### src/rtl/trig_cond.sv
// Comparator trigger conditioner: synchronises cmp_in, qualifies level changes
// over FILT_LEN samples, emits edge strobes, glitch count and an edge watchdog.
module trig_cond #(
  parameter int SYNC_STAGES = 2,
  parameter int FILT_LEN    = 4,
  parameter int TO_CYCLES   = 255
) (
  input  logic       clk,
  input  logic       n_rst,
  input  logic       cmp_in,
  output logic       trigger,
  output logic       rise_pulse,
  output logic       fall_pulse,
  output logic [7:0] glitch_cnt,
  output logic       timeout
);

  localparam int QW = $clog2(FILT_LEN + 1);
  localparam int TW = $clog2(TO_CYCLES + 1);
  localparam logic [QW-1:0] QLAST   = QW'(FILT_LEN - 1);
  localparam logic [TW-1:0] TO_TERM = TW'(TO_CYCLES);

  typedef enum logic [1:0] {
    ST_LOW,
    ST_RISE_QUAL,
    ST_HIGH,
    ST_FALL_QUAL
  } state_e;

  logic [SYNC_STAGES-1:0] sync_q;
  logic                   s;
  state_e                 state_q, state_d;
  logic [QW-1:0]          qcnt_q, qcnt_d;
  logic                   trig_q, trig_d;
  logic                   rise_q, rise_d;
  logic                   fall_q, fall_d;
  logic                   glitch_inc;
  logic [7:0]             glitch_q, glitch_d;
  logic [TW-1:0]          to_cnt_q, to_cnt_d;
  logic                   to_q, to_d;
  logic                   edge_d;

  // Oldest flop of the chain is the only view of the comparator downstream.
  assign s = sync_q[SYNC_STAGES-1];

  always_ff @(posedge clk or negedge n_rst) begin
    if (!n_rst) sync_q <= '0;
    else        sync_q <= {sync_q[SYNC_STAGES-2:0], cmp_in};
  end

  always_ff @(posedge clk or negedge n_rst) begin
    if (!n_rst) begin
      state_q  <= ST_LOW;
      qcnt_q   <= '0;
      trig_q   <= 1'b0;
      rise_q   <= 1'b0;
      fall_q   <= 1'b0;
      glitch_q <= '0;
      to_cnt_q <= '0;
      to_q     <= 1'b0;
    end else begin
      state_q  <= state_d;
      qcnt_q   <= qcnt_d;
      trig_q   <= trig_d;
      rise_q   <= rise_d;
      fall_q   <= fall_d;
      glitch_q <= glitch_d;
      to_cnt_q <= to_cnt_d;
      to_q     <= to_d;
    end
  end

  // qcnt counts consecutive samples at the new level; the first one is taken
  // on the transition out of LOW/HIGH.
  always_comb begin
    state_d    = state_q;
    qcnt_d     = qcnt_q;
    trig_d     = trig_q;
    rise_d     = 1'b0;
    fall_d     = 1'b0;
    glitch_inc = 1'b0;
    case (state_q)
      ST_LOW: begin
        if (s) begin
          if (FILT_LEN == 1) begin
            state_d = ST_HIGH;
            trig_d  = 1'b1;
            rise_d  = 1'b1;
          end else begin
            state_d = ST_RISE_QUAL;
            qcnt_d  = QW'(1);
          end
        end
      end
      ST_RISE_QUAL: begin
        if (s) begin
          if (qcnt_q == QLAST) begin
            state_d = ST_HIGH;
            qcnt_d  = '0;
            trig_d  = 1'b1;
            rise_d  = 1'b1;
          end else begin
            qcnt_d = qcnt_q + QW'(1);
          end
        end else begin
          state_d    = ST_LOW;
          qcnt_d     = '0;
          glitch_inc = 1'b1;
        end
      end
      ST_HIGH: begin
        if (!s) begin
          if (FILT_LEN == 1) begin
            state_d = ST_LOW;
            trig_d  = 1'b0;
            fall_d  = 1'b1;
          end else begin
            state_d = ST_FALL_QUAL;
            qcnt_d  = QW'(1);
          end
        end
      end
      ST_FALL_QUAL: begin
        if (!s) begin
          if (qcnt_q == QLAST) begin
            state_d = ST_LOW;
            qcnt_d  = '0;
            trig_d  = 1'b0;
            fall_d  = 1'b1;
          end else begin
            qcnt_d = qcnt_q + QW'(1);
          end
        end else begin
          state_d    = ST_HIGH;
          qcnt_d     = '0;
          glitch_inc = 1'b1;
        end
      end
      default: begin
        state_d = ST_LOW;
        qcnt_d  = '0;
        trig_d  = 1'b0;
      end
    endcase
  end

  always_comb begin
    glitch_d = glitch_q;
    if (glitch_inc && (glitch_q != 8'hFF)) glitch_d = glitch_q + 8'd1;
  end

  // A qualified edge beats the terminal count landing in the same cycle.
  always_comb begin
    edge_d = rise_d | fall_d;
    if (edge_d)                     to_cnt_d = '0;
    else if (to_cnt_q == TO_TERM)   to_cnt_d = to_cnt_q;
    else                            to_cnt_d = to_cnt_q + TW'(1);
    to_d = !edge_d && (to_cnt_d == TO_TERM);
  end

  assign trigger    = trig_q;
  assign rise_pulse = rise_q;
  assign fall_pulse = fall_q;
  assign glitch_cnt = glitch_q;
  assign timeout    = to_q;

endmodule

### config.mk
export PLATFORM = sky130hd
export DESIGN_NAME = trig_cond
export DESIGN_NICKNAME = d
export VERILOG_FILES = /design/src/rtl/trig_cond.sv
export SDC_FILE = /design/constraint.sdc
export NUM_CORES = 1
export LEC_CHECK = 0
export CAP_MARGIN = 40
export CORE_MARGIN = 8
export CORE_UTILIZATION = 38
export CTS_BUF_LIST = sky130_fd_sc_hd__clkbuf_4
export CTS_CLUSTER_DIAMETER = 50
export DETAILED_ROUTE_END_ITERATION = 8
export PLACE_DENSITY_LB_ADDON = 0.25
export SLEW_MARGIN = 20
export SYNTH_ARGS = -nofsm -noshare
export SYNTH_HDL_FRONTEND = slang
export SYNTH_SLANG_ARGS = --single-unit
export TNS_END_PERCENT = 20
### constraint.sdc
create_clock -name clk -period 2.7 [get_ports clk]
set_clock_uncertainty 0.1 [all_clocks]
set_input_delay 0.81 -clock clk [delete_from_list [all_inputs] [get_ports clk]]
set_output_delay 0.81 -clock clk [all_outputs]
set_load 0.05 [all_outputs]
## Word level (Yosys, flattened, before mapping)

Index checks and enable logic that the tools add are counted.

- Add/subtract/negate cells: 3
- Multiply operators: 0
- Divide/modulo/power cells: 0
- $lt $le $gt $ge: 0
- Equal/unequal tests: 15
- Shift-type cells: 0
- Multiplexer cells: 28
- Bitwise gates (word level): 1
- Reductions and logical operators: 8

Operators with widths:

| kind | count |
|---|---|
| adder 8 x 1 -> 8 bit, second input constant | 2 |
| equality test 8 bit, second input constant | 2 |
| 2-to-1 mux 8 bit | 2 |
| 2-to-1 mux 3 bit | 5 |
| 2-to-1 mux 2 bit | 6 |
| inequality test 2 bit, second input constant | 6 |
| case mux 3 bit (4 select lines) | 1 |
| 2-to-1 mux 1 bit | 11 |
| inequality test 8 bit, second input constant | 1 |
| case mux 2 bit (4 select lines) | 1 |
| inequality test 3 bit, second input constant | 2 |
| AND reduction 5 bit | 1 |
| equality test 2 bit, second input constant | 2 |
| case mux 1 bit (2 select lines) | 2 |
| AND reduction 4 bit | 1 |
| adder 3 x 1 -> 3 bit, second input constant | 1 |
| equality test 3 x 2 -> 1 bit, second input constant | 1 |
| equality test 2 x 1 -> 1 bit, second input constant | 1 |
| logical AND 1 bit | 2 |
| zero test 2 bit | 1 |
| AND reduction 2 bit | 1 |
| nonzero test 2 bit | 1 |
| zero test 1 bit | 1 |
| bitwise OR 1 bit | 1 |

- Register bits after elaboration: 27
- Latch bits: 0
- RAM bits: 0
- ROM bits: 0
- Bits of input ports: 3
- Output and inout port bits: 12
- Logic and storage cells: 64
- Memories kept: 0

## Depth between registers and ports, before layout

Gate-level depths: netlist of run 1.

- Depth after elaboration: 8
- Mapped depth: 5
- Gate-level depth less buffers: 5

## Worst setup path before layout of run 1

Ideal clock, no wire load.

- Path kind: register to register
- Start point: register glitch_q[0] (netlist: glitch_cnt[0])
- End point: register glitch_q[6] (netlist: glitch_cnt[6])
- Arrival: 1.566 ns
- Required time: 2.456 ns
- Path slack: 0.890 ns
- Cell stages (with the launch flop): 6
- Buffers on the path: 0
- Cells stage by stage: dfrtp_1 > ha_1 > nand3_1 > o211ai_1 > nor3_1 > xor2_1

- Cells in the longest elaborated chain, start to end: 2
- Elaborated cells between the ends (all ways): 3
- Classes of those cells: add/sub: 1; eq/ne: 1; reduce/logical: 1

Ends and longest elaborated chain:

| what | line | RTL |
|---|---|---|
| start, declared | 38 | `logic [7:0] glitch_q, glitch_d;` |
| start signal, assigned | 67 | `glitch_q <= glitch_d;` |
| branches (longest 2 deep; another with adder 8 x 1 -> 8 bit) | - |  |

Parallel ways; which one is timed is not known.
A chain may end at the register's enable or synchronous reset.

## Worst setup path in the final report of run 1

- Start point: register glitch_q[2] (netlist: glitch_cnt[2])
- End point: output port glitch_cnt[2]

RTL lines:

| what | line | RTL |
|---|---|---|
| end, declared | 14 | `output logic [7:0] glitch_cnt,` |

No word-level cell between the ends.

==> run_results.csv, run 1 <==
group,metric,value,unit
outcome,run_status,"completed",
logic_synthesis,syn_area,1290,µm²
sta,min_period_over_period,93.8,%
floorplan,dieWidth,74.2,µm
worst_setup_path,crit_start,"glitch_cnt[2]$_DFFE_PN0P_",
route,dr.first_iter.drc_count,94,
worst_setup_path,crit_chain,"clkdlybuf4s50_1",
worst_setup_path,worst-path-buf-inv,1,
final_layout,n_antenna_cell,0,
logic_synthesis,yosysWarnings,0,
cts,cts.clk_slew.worst_paths,0.15,ns
cts,clkSinkCount,27,
worst_setup_path,endpoint_kind,"output pin",
global_routing,grt_pass1_vias,947,
floorplan,chipHeight,74.2,µm
final_layout,mostFrequentLayoutCells,"27 x dfrtp_1, 14 x clkdlybuf4s50_1, 13 x nor2_1",
cts,cts_setup_buffers,0,
cts,cts_tree,"done",
route,vias_per_cell,5.08,
final_layout,drive_gt1_share,8.76,%
logic_synthesis,ys_seq_area_share,52.4,%
power,p_leak,0.634,nW
floorplan,design.core.area,3280,µm²
final_layout,fill_cells,324,
sta,tns,0,ns
sta,worstMarginPinSlew,0.500,ns
logic_synthesis,synth_edf_count,0,
placement,io_buffer_count,14,
global_routing,grt_overflow,0,
logic_synthesis,synth.avg_cell_area,10.7,µm²
worst_setup_path,critPathMaxStageDelay,0.84,ns
global_routing,antenna_found_initial,0,
worst_setup_path,critPathMaxFanout,6,
floorplan,io_pins,15,
logic_synthesis,synth_flop_cell,"dfrtp_1",
sta,worst_slack,0.167,ns
worst_setup_path,r2r_slack,0.78,ns
sta,maxSlewHeadroom,66.6,%
cts,cts_hold_buf,0,
flow_run,cap_violations,0,
route,drcViolationCount,0,
cts,htree_levels,1,
final_layout,layout_commonest_cell,"dfrtp_1",
sta,min_period,2.53,ns
worst_setup_path,crit_arrival,1.62,ns
logic_synthesis,synth_top_cells_by_area,"dfrtp_1 52%, nor2_1 3.8%, xor2_1 3.4%",
global_routing,use_met1,11.7,%
sta,hold_violations,0,
worst_setup_path,r2r_start,"to_cnt_q[0]$_DFF_PN0_",
logic_synthesis,synth_top_area_share,52.4,%
route,wirelength,2.35,mm
cts,clock_latency,0.32,ns
logic_synthesis,syn-num-nets,127,
cts,numCtsBuffers,3,
sta,finalSetupViolations,0,
logic_synthesis,yosys.area.top_type,"dfrtp_1",
worst_setup_path,crit_type,"flop to output pin",
worst_hold_path,min_from,"sync_q[0]$_DFF_PN0_",
floorplan,rows,21,
cts,cts.path.max_buffers,2,
power,ir_drop,0.000523,V
floorplan,start_util,39.2,%
worst_setup_path,start_kind,"flop",
placement,gp_congestion,0.819,
cts,cts-resized-gates,0,
global_routing,track_usage,9.61,%
global_routing,grt-busiest-layer,"met2",
logic_synthesis,async_reset_ff_share,100,%
placement,dpl_worst_slack,0.529,ns
sta,clock.fmax,0.395,GHz
cts,cts_root_buf,"clkbuf_4",
logic_synthesis,yosysUniqueCellTypes,37,
sta,rsz0062_at_grt,"no",
route,ant_nets,0,
placement,hpwl,1.75,mm
power,powerDensity,1080,nW/µm²
worst_setup_path,critPathSlowestCell,"clkdlybuf4s50_1",
global_routing,use_met3,2.43,%
final_layout,fin_nets,144,
route,drt_first_pass_iters,4,
global_routing,use_met2,15.5,%
route,route.vias.total,929,
worst_setup_path,required,1.79,ns
route,routedWlPerCell,12.8,µm
sta,slew_viol_final,0,
final_layout,area_growth_syn_to_layout,17.1,%
global_routing,grt_max_degree,28,
worst_setup_path,crit_family,"buffers and inverters",
worst_hold_path,min_path_type,"flop to flop",
floorplan,die_area,5510,µm²
global_routing,grt_pass1_wl,4.20,mm
logic_synthesis,ys_ff_latch,27,
logic_synthesis,syn_inst,121,
## synthesized netlist by cell type (2+ instances only)
| master | instances |
|---|---|
| a21oi_1 | 7 |
| buf_2 | 3 |
| dfrtp_1 | 27 |
| ha_1 | 3 |
| inv_1 | 3 |
| nand2_1 | 10 |
| nand3_1 | 5 |
| nand4_1 | 4 |
| nor2_1 | 13 |
| nor2b_1 | 2 |
| nor3_1 | 4 |
| nor3b_1 | 3 |
| o211ai_1 | 2 |
| o21a_1 | 2 |
| o21ai_0 | 4 |
| xnor2_1 | 4 |
| xor2_1 | 5 |
## worst reg2reg max path: stages (launching register included)
cell,delay (ns)
dfrtp_1,0.51
ha_1,0.39
nand3_4,0.15
o21ba_1,0.22
a311oi_2,0.26
nor4b_2,0.23
## logic make-up (layout without fill, tap and decap cells)
family          after synthesis  count (layout)  synth area share, %
simple gates                 49              49                 20.9
fa+ha+maj                     3               3                 2.91
mux                           1               1                0.874
buf+inv                       6              22                 2.04
flops                        27              27                 52.4
xor+xnor                     10              10                 7.38
compound gates               25              25                 13.5
## area by class of cell
class	count	area, µm²	share of cell area (%)
Clock inverter	1	7.51	0.498
Tap cell	46	57.6	3.81
Multi-Input combinational cell	88	587	38.9
Inverter	3	11.3	0.746
Timing Repair Buffer	15	148	9.78
Clock buffer	3	22.5	1.49
Sequential cell	27	676	44.8
## power breakdown
| part | total (mW) | internal, mW | switching, mW | leakage, nW |
|---|---|---|---|---|
| registers | 0.721 | 0.535 | 0.186 | 0.340 |
| logic | 0.730 | 0.303 | 0.427 | 0.280 |
| clock network | 0.176 | 0.0566 | 0.120 | 0.0139 |
## final timing paths
path | to | cells past startpoint
setup / recovery | glitch_cnt[2] | 1
hold / removal | sync_q[1]$_DFF_PN0_ | 0
setup reg to reg | timeout$_DFF_PN0_ | 5
hold reg to reg | sync_q[1]$_DFF_PN0_ | 0
max in group asynchronous | glitch_cnt[6]$_DFFE_PN0P_ | 2
min in group asynchronous | state_q[0]$_DFFE_PN0P_ | 2
## per-layer routing
layer / share of wire (%) / vias to the layer above / wire length (µm)
met1: 45 / 447 / 1070
met4: 1.2 / 0 / 29
met2: 49 / 17 / 1150
met3: 4.3 / 4 / 100
met5: 0 / - / 0
li1: - / 461 / -
## registers in the layout (all words and copies together), names as in the netlist, named ones only
name        flops
timeout         1
state_q         1
fall_pulse      1
rise_pulse      1
glitch_cnt      8
qcnt_q          3
to_cnt_q        8
sync_q          2
trigger         1
## stage by stage
step,hold slack [ns],std cells,utilization [%],instance area (µm²),power [mW]
after floorplan,0.231,121,-,1290,1.26
after global placement,0.234,179,45.0,1480,1.43
after detailed placement,0.241,179,45.0,1480,1.46
after CTS,0.277,183,45.9,1510,1.65
after global routing,0.290,183,45.9,1510,1.76
final,0.271,183,45.9,1510,1.63
(Power assumes the default switching activity.)
==> inputs of run 2 (changes only) <==
--- a/config.mk
+++ b/config.mk
@@ -5,6 +5,7 @@
 export SDC_FILE = /design/constraint.sdc
 export NUM_CORES = 1
 export LEC_CHECK = 0
+export ABC_AREA = 1
 export CAP_MARGIN = 40
 export CORE_MARGIN = 8
 export CORE_UTILIZATION = 38
==> run_results.csv, run 2 <==
group,metric,value,unit
placement,placedCellCount,220,
cts,cts.path.max_buffers,2,
final_layout,drive_gt1_share,14.6,%
floorplan,start_util,40.2,%
route,ant_nets,0,
global_routing,antenna_found_initial,0,
sta,clock.fmax,0.392,GHz
cts,htree_levels,1,
worst_setup_path,required,1.79,ns
logic_synthesis,yosysUniqueCellTypes,24,
global_routing,grt_max_degree,28,
worst_setup_path,critPathMaxFanout,5,
logic_synthesis,synth_flop_cell,"dfrtp_1",
power,powerDensity,1010,nW/µm²
final_layout,area_growth_syn_to_layout,17.3,%
sta,tns,0,ns
power,power,1.62,mW
floorplan,design.core.area,3390,µm²
logic_synthesis,synth.avg_cell_area,8.56,µm²
logic_synthesis,yosys.area.top_type,"dfrtp_1",
logic_synthesis,yosysWarnings,0,
logic_synthesis,syn-num-nets,165,
logic_synthesis,synth_edf_count,0,
cts,cts_tree,"done",
worst_setup_path,worst-path-buf-inv,1,
worst_setup_path,critPathMaxStageDelay,0.84,ns
logic_synthesis,synth_fa_ha_area_share,2.76,%
floorplan,rows,21,
sta,whs,0.268,ns
route,drt_first_pass_iters,4,
worst_hold_path,min_path_type,"flop to flop",
cts,cts_hold_buf,0,
sta,worstMarginPinSlew,0.509,ns
sta,min_period,2.55,ns
worst_setup_path,endpoint_kind,"output pin",
logic_synthesis,synth_top_area_share,49.6,%
placement,io_buffer_count,14,
outcome,run_status,"completed",
logic_synthesis,async_reset_ff_share,100,%
logic_synthesis,syn_area,1360,µm²
placement,dpl_worst_slack,0.514,ns
sta,maxSlewHeadroom,66.0,%
route,vias_per_cell,4.51,
cts,clock_latency,0.32,ns
cts,cts_root_buf,"clkbuf_4",
sta,finalSetupViolations,0,
route,wirelength,2.46,mm
logic_synthesis,synth-xor-area-share,5.06,%
floorplan,io_pins,15,
global_routing,grt_pass1_vias,1030,
logic_synthesis,synth.area.mux_share,0,%
logic_synthesis,synth_common_cells,"32 x nand2_1, 28 x inv_1, 27 x dfrtp_1, 16 x nor2_1, 10 x nand3_1",
placement,hpwl,1.94,mm
global_routing,track_usage,9.92,%
flow_run,cap_violations,0,
cts,cts.clk_slew.worst_paths,0.14,ns
logic_synthesis,yosys.area_share.simple,30.7,%
route,route.vias.total,1011,
worst_setup_path,critPathSlowestCell,"clkdlybuf4s50_1",
power,ir_drop,0.000515,V
worst_setup_path,crit_family,"buffers and inverters",
logic_synthesis,synth_top_cells_by_area,"dfrtp_1 50%, nand2_1 8.8%, inv_1 7.7%",
worst_setup_path,crit_arrival,1.64,ns
logic_synthesis,synth_top_family_by_area,"simple AND/OR/NAND/NOR gates",
sta,slew_viol_final,0,
route,drcViolationCount,0,
logic_synthesis,synth_most_common_cell,"nand2_1",
sta,hold_violations,0,
cts,clkSinkCount,27,
logic_synthesis,synth_compound_gate_area_share,3.58,%
worst_setup_path,crit_chain,"clkdlybuf4s50_1",
route,dr.first_iter.drc_count,36,
global_routing,grt_overflow,0,
power,p_leak,0.801,nW
sta,min_period_over_period,94.5,%
logic_synthesis,ys_seq_area_share,49.6,%
worst_setup_path,crit_type,"flop to output pin",
worst_setup_path,start_kind,"flop",
final_layout,n_antenna_cell,0,
logic_synthesis,ys_ff_latch,27,
cts,cts_setup_buffers,0,
final_layout,mostFrequentLayoutCells,"32 x nand2_1, 28 x inv_1, 27 x dfrtp_1",
final_layout,final_cells,224,
global_routing,grt_pass1_wl,4.27,mm
final_layout,fin_nets,185,
floorplan,die_area,5750,µm²
cts,cts-resized-gates,0,
final_layout,layout_commonest_cell,"nand2_1",
sta,worst_slack,0.147,ns
logic_synthesis,syn_inst,159,
route,routedWlPerCell,11.0,µm
floorplan,chipHeight,75.9,µm
cts,numCtsBuffers,3,
placement,gp_congestion,0.802,
floorplan,dieWidth,75.9,µm
sta,rsz0062_at_grt,"no",
run 2: cell types whose count changed in the layout (fill, tap and decap cells not counted), sizes merged, moves of 2 or more:
cell / delta
nand2: +29
inv: +27
nor2: +11
a21oi: -5
nand3: +4
xnor2: -4
nor3b: -3
a21o: -2
nand4: -2
nor2b: -2
o211ai: -2
o21a: -2
run 2: logic make-up after synthesis:
group / count (synthesis)
AOI/OAI and AO/OA: 9
xor gates and xnor gates: 7
adders and majority gates: 3
buffers and inverters: 30
DFF: 27
and+or+nand+nor: 83
run 2: final timing paths:
kind	startpoint	to	slack, ns	cells after the start
worst min-delay path	sync_q[0]$_DFF_PN0_	sync_q[1]$_DFF_PN0_	0.27	0
worst max-delay path	glitch_cnt[4]$_DFFE_PN0P_	glitch_cnt[4]	0.15	1
max in group asynchronous	n_rst	qcnt_q[2]$_DFFE_PN0P_	1.52	2
worst max register to register	to_cnt_q[0]$_DFF_PN0_	timeout$_DFF_PN0_	1.11	9
worst min register to register	sync_q[0]$_DFF_PN0_	sync_q[1]$_DFF_PN0_	0.27	0
min in group asynchronous	n_rst	to_cnt_q[5]$_DFF_PN0_	0.73	2
run 2: layout make-up:
class                           count  area (µm²)
Inverter                           30         113
Tap cell                           46        57.6
Sequential cell                    27         676
Timing Repair Buffer               15         148
Multi-Input combinational cell    102         573
Fill cell                         328        1790
Clock buffer                        4        30.0
run 2: per-stage QoR:
step,util (%),area [µm²]
6_report,47.1,1600
5_1_grt,47.1,1600
4_1_cts,47.1,1600
3_5_place_dp,46.2,1570
3_3_place_gp,46.2,1570
2_1_floorplan,-,1360
run 2: report_power, final:
group,total (mW),switching (mW),internal (mW)
clock,0.181,0.113,0.0680
sequential,0.646,0.115,0.532
combinational,0.789,0.515,0.274
total,1.62,0.743,0.874
run 2: routing by layer:
layer	routed length, µm	vias to the layer above	part of all wire, %	GRT usage, %
met3	82	5	3.3	2.11
met5	0	-	0	0
li1	-	521	-	-
met2	1250	14	51	17.1
met4	56	0	2.3	5.76
met1	1080	471	44	10.9
==> patch, RTL diff (flow settings as in run 1) <==
Re-encode `state_e` (4 states) as one-hot, 4 bits wide.
--- a/src/rtl/trig_cond.sv
+++ b/src/rtl/trig_cond.sv
@@ -22,7 +22,7 @@
 
-  typedef enum logic [1:0] {
-    ST_LOW,
-    ST_RISE_QUAL,
-    ST_HIGH,
-    ST_FALL_QUAL
+  typedef enum logic [3:0] {
+    ST_LOW       = 4'b0001,
+    ST_RISE_QUAL = 4'b0010,
+    ST_HIGH      = 4'b0100,
+    ST_FALL_QUAL = 4'b1000
   } state_e;
Formal check against the unedited RTL: same outputs for any inputs over 10 cycles, from zero or initial values and one cycle with n_rst low; not proved beyond that.
==> patch against run 1 <==
Synthesized area rose by 21%; design area is 20% higher; via count increased by 23%; wire length rose by 23%; global-route usage rose by 0.17 points; total power down 12%; first-iteration DRC count down 26%; sequential cell count grew 2; synthesized cell count grew 23%; count of clock-buffer cells in the layout increased by 3; setup slack better by 0.020 ns; critical endpoint is now glitch_cnt[0]; highest routed layer unchanged; die area is 17% higher; worst hold slack better by 0.0028 ns.
==> patch: results (changes against run 1) <==
GR Util All Layers: 9.78% (+0.17 points)
Resized cells post-CTS: 0 (unchanged)
VDD IR max: 0.000426 V (-19%)
Main area contributors after synthesis: dfrtp_1 45%, xor2_1 3.9%, xnor2_1 2.8%, a21oi_1 2.6%, ha_1 2.4%
Hold crit path type: flop to flop
Vias in the first global route: 1089 (+15%)
H-tree Lvls: 2 (+1)
Most instantiated cells after synthesis: 28 x dfrtp_1, 9 x nor2_1, 8 x a21oi_1
Final net count: 171 (+19%)
Fill cells: 398 (+23%)
Synthesized net count: 155 (+22%)
Yosys cell types: 52 (+41%)
1st-iter DRT viols: 70 (-26%)
Syn avg cell area: 10.5 sq um (-1.4%)
CP arrival: 1.60 ns (-0.02 ns)
Final setup violation count: 0 (unchanged)
Share of layout cells above drive strength 1: 12.7% (+3.9 points)
Leak: 0.808 nW (+27%)
Status: completed
Pin count of the biggest net entering global routing: 30 (+7.1%)
Register area share after synthesis: 46.5% (-5.9 points)
CTS Buf Count: 5 (+2)
Detail Placement HPWL: 2060 um (+18%)
Global-route wire length before repair: 5010 um (+19%)
Crit path from: glitch_cnt[0]
Worst path top cell family by delay: buffers and inverters
Vias per cell: 5.27 (+3.9%)
Clock slew at reported path FFs: 0.09 ns (-0.06 ns)
WL/cell: 13.4 um (+4.3%)
Worst-margin pin slew: 0.523 ns (+0.0236 ns)
GPL Wtd Cong: 0.826 (+0.81%)
==> patch: cell count changes after synthesis, sizes merged, moves of 2 or more <==
cell / delta
inv: +3
xor2: +2
buf: +2
mux2i: +2
nand2: -3
nor2b: +4
a21o: -2
nor2: -3
nor3: +4
a22oi: +2
o211ai: -2
nor4: +5
nand2b: +2
==> patch: cell type report <==
cell class | instances | area (sq um) | area share [%]
inverter | 6 | 22.5 | 1.24
sequential | 29 | 727 | 40.1
clock buffer | 6 | 45.0 | 2.49
multi-input combinational | 108 | 773 | 42.7
timing repair buffer | 15 | 148 | 8.15
tap | 50 | 62.6 | 3.45
clock inverter | 2 | 33.8 | 1.86
==> patch: path summary, 6_finish.rpt <==
check	endpoint	slack, ns
worst max-delay path	glitch_cnt[0]	0.19
worst min register to register	sync_q[1]	0.27
max in group asynchronous	state_q[0]	1.42
worst max register to register	timeout	0.89
worst min-delay path	sync_q[1]	0.27
min in group asynchronous	qcnt_q[2]	0.77
==> patch: power breakdown <==
group	internal, mW	switching, mW	leakage [nW]
clock network	0.203	0.148	0.0433
logic	0.195	0.231	0.391
registers	0.520	0.142	0.373
==> patch: per-layer routing <==
layer	global-route usage, %	part of all wire (%)
met1	11.5	45
met2	15.5	48
met3	3.68	4.9
met4	4.36	1.2
met5	0	0
==> patch: logic make-up after synthesis <==
| family | synth area share [%] |
|---|---|
| adders and majority gates | 2.40 |
| xor gates and xnor gates | 6.72 |
| AOI/OAI and AO/OA | 12.7 |
| muxes | 2.00 |
| and+or+nand+nor | 25.6 |
| buffers and inverters | 4.08 |
| DFF | 46.5 |
==> patch: stage by stage <==
stage | hold WS (ns) | utilization (%) | std cells | setup slack, ns | cell area [sq um]
after global routing | 0.296 | 45.6 | 216 | 0.0985 | 1810
after CTS | 0.283 | 45.6 | 216 | 0.154 | 1810
final | 0.273 | 45.6 | 216 | 0.187 | 1810
after global placement | 0.245 | 43.6 | 208 | 0.543 | 1730
after floorplan | 0.231 | - | 149 | 0.753 | 1560
after detailed placement | 0.260 | 43.6 | 208 | 0.526 | 1730
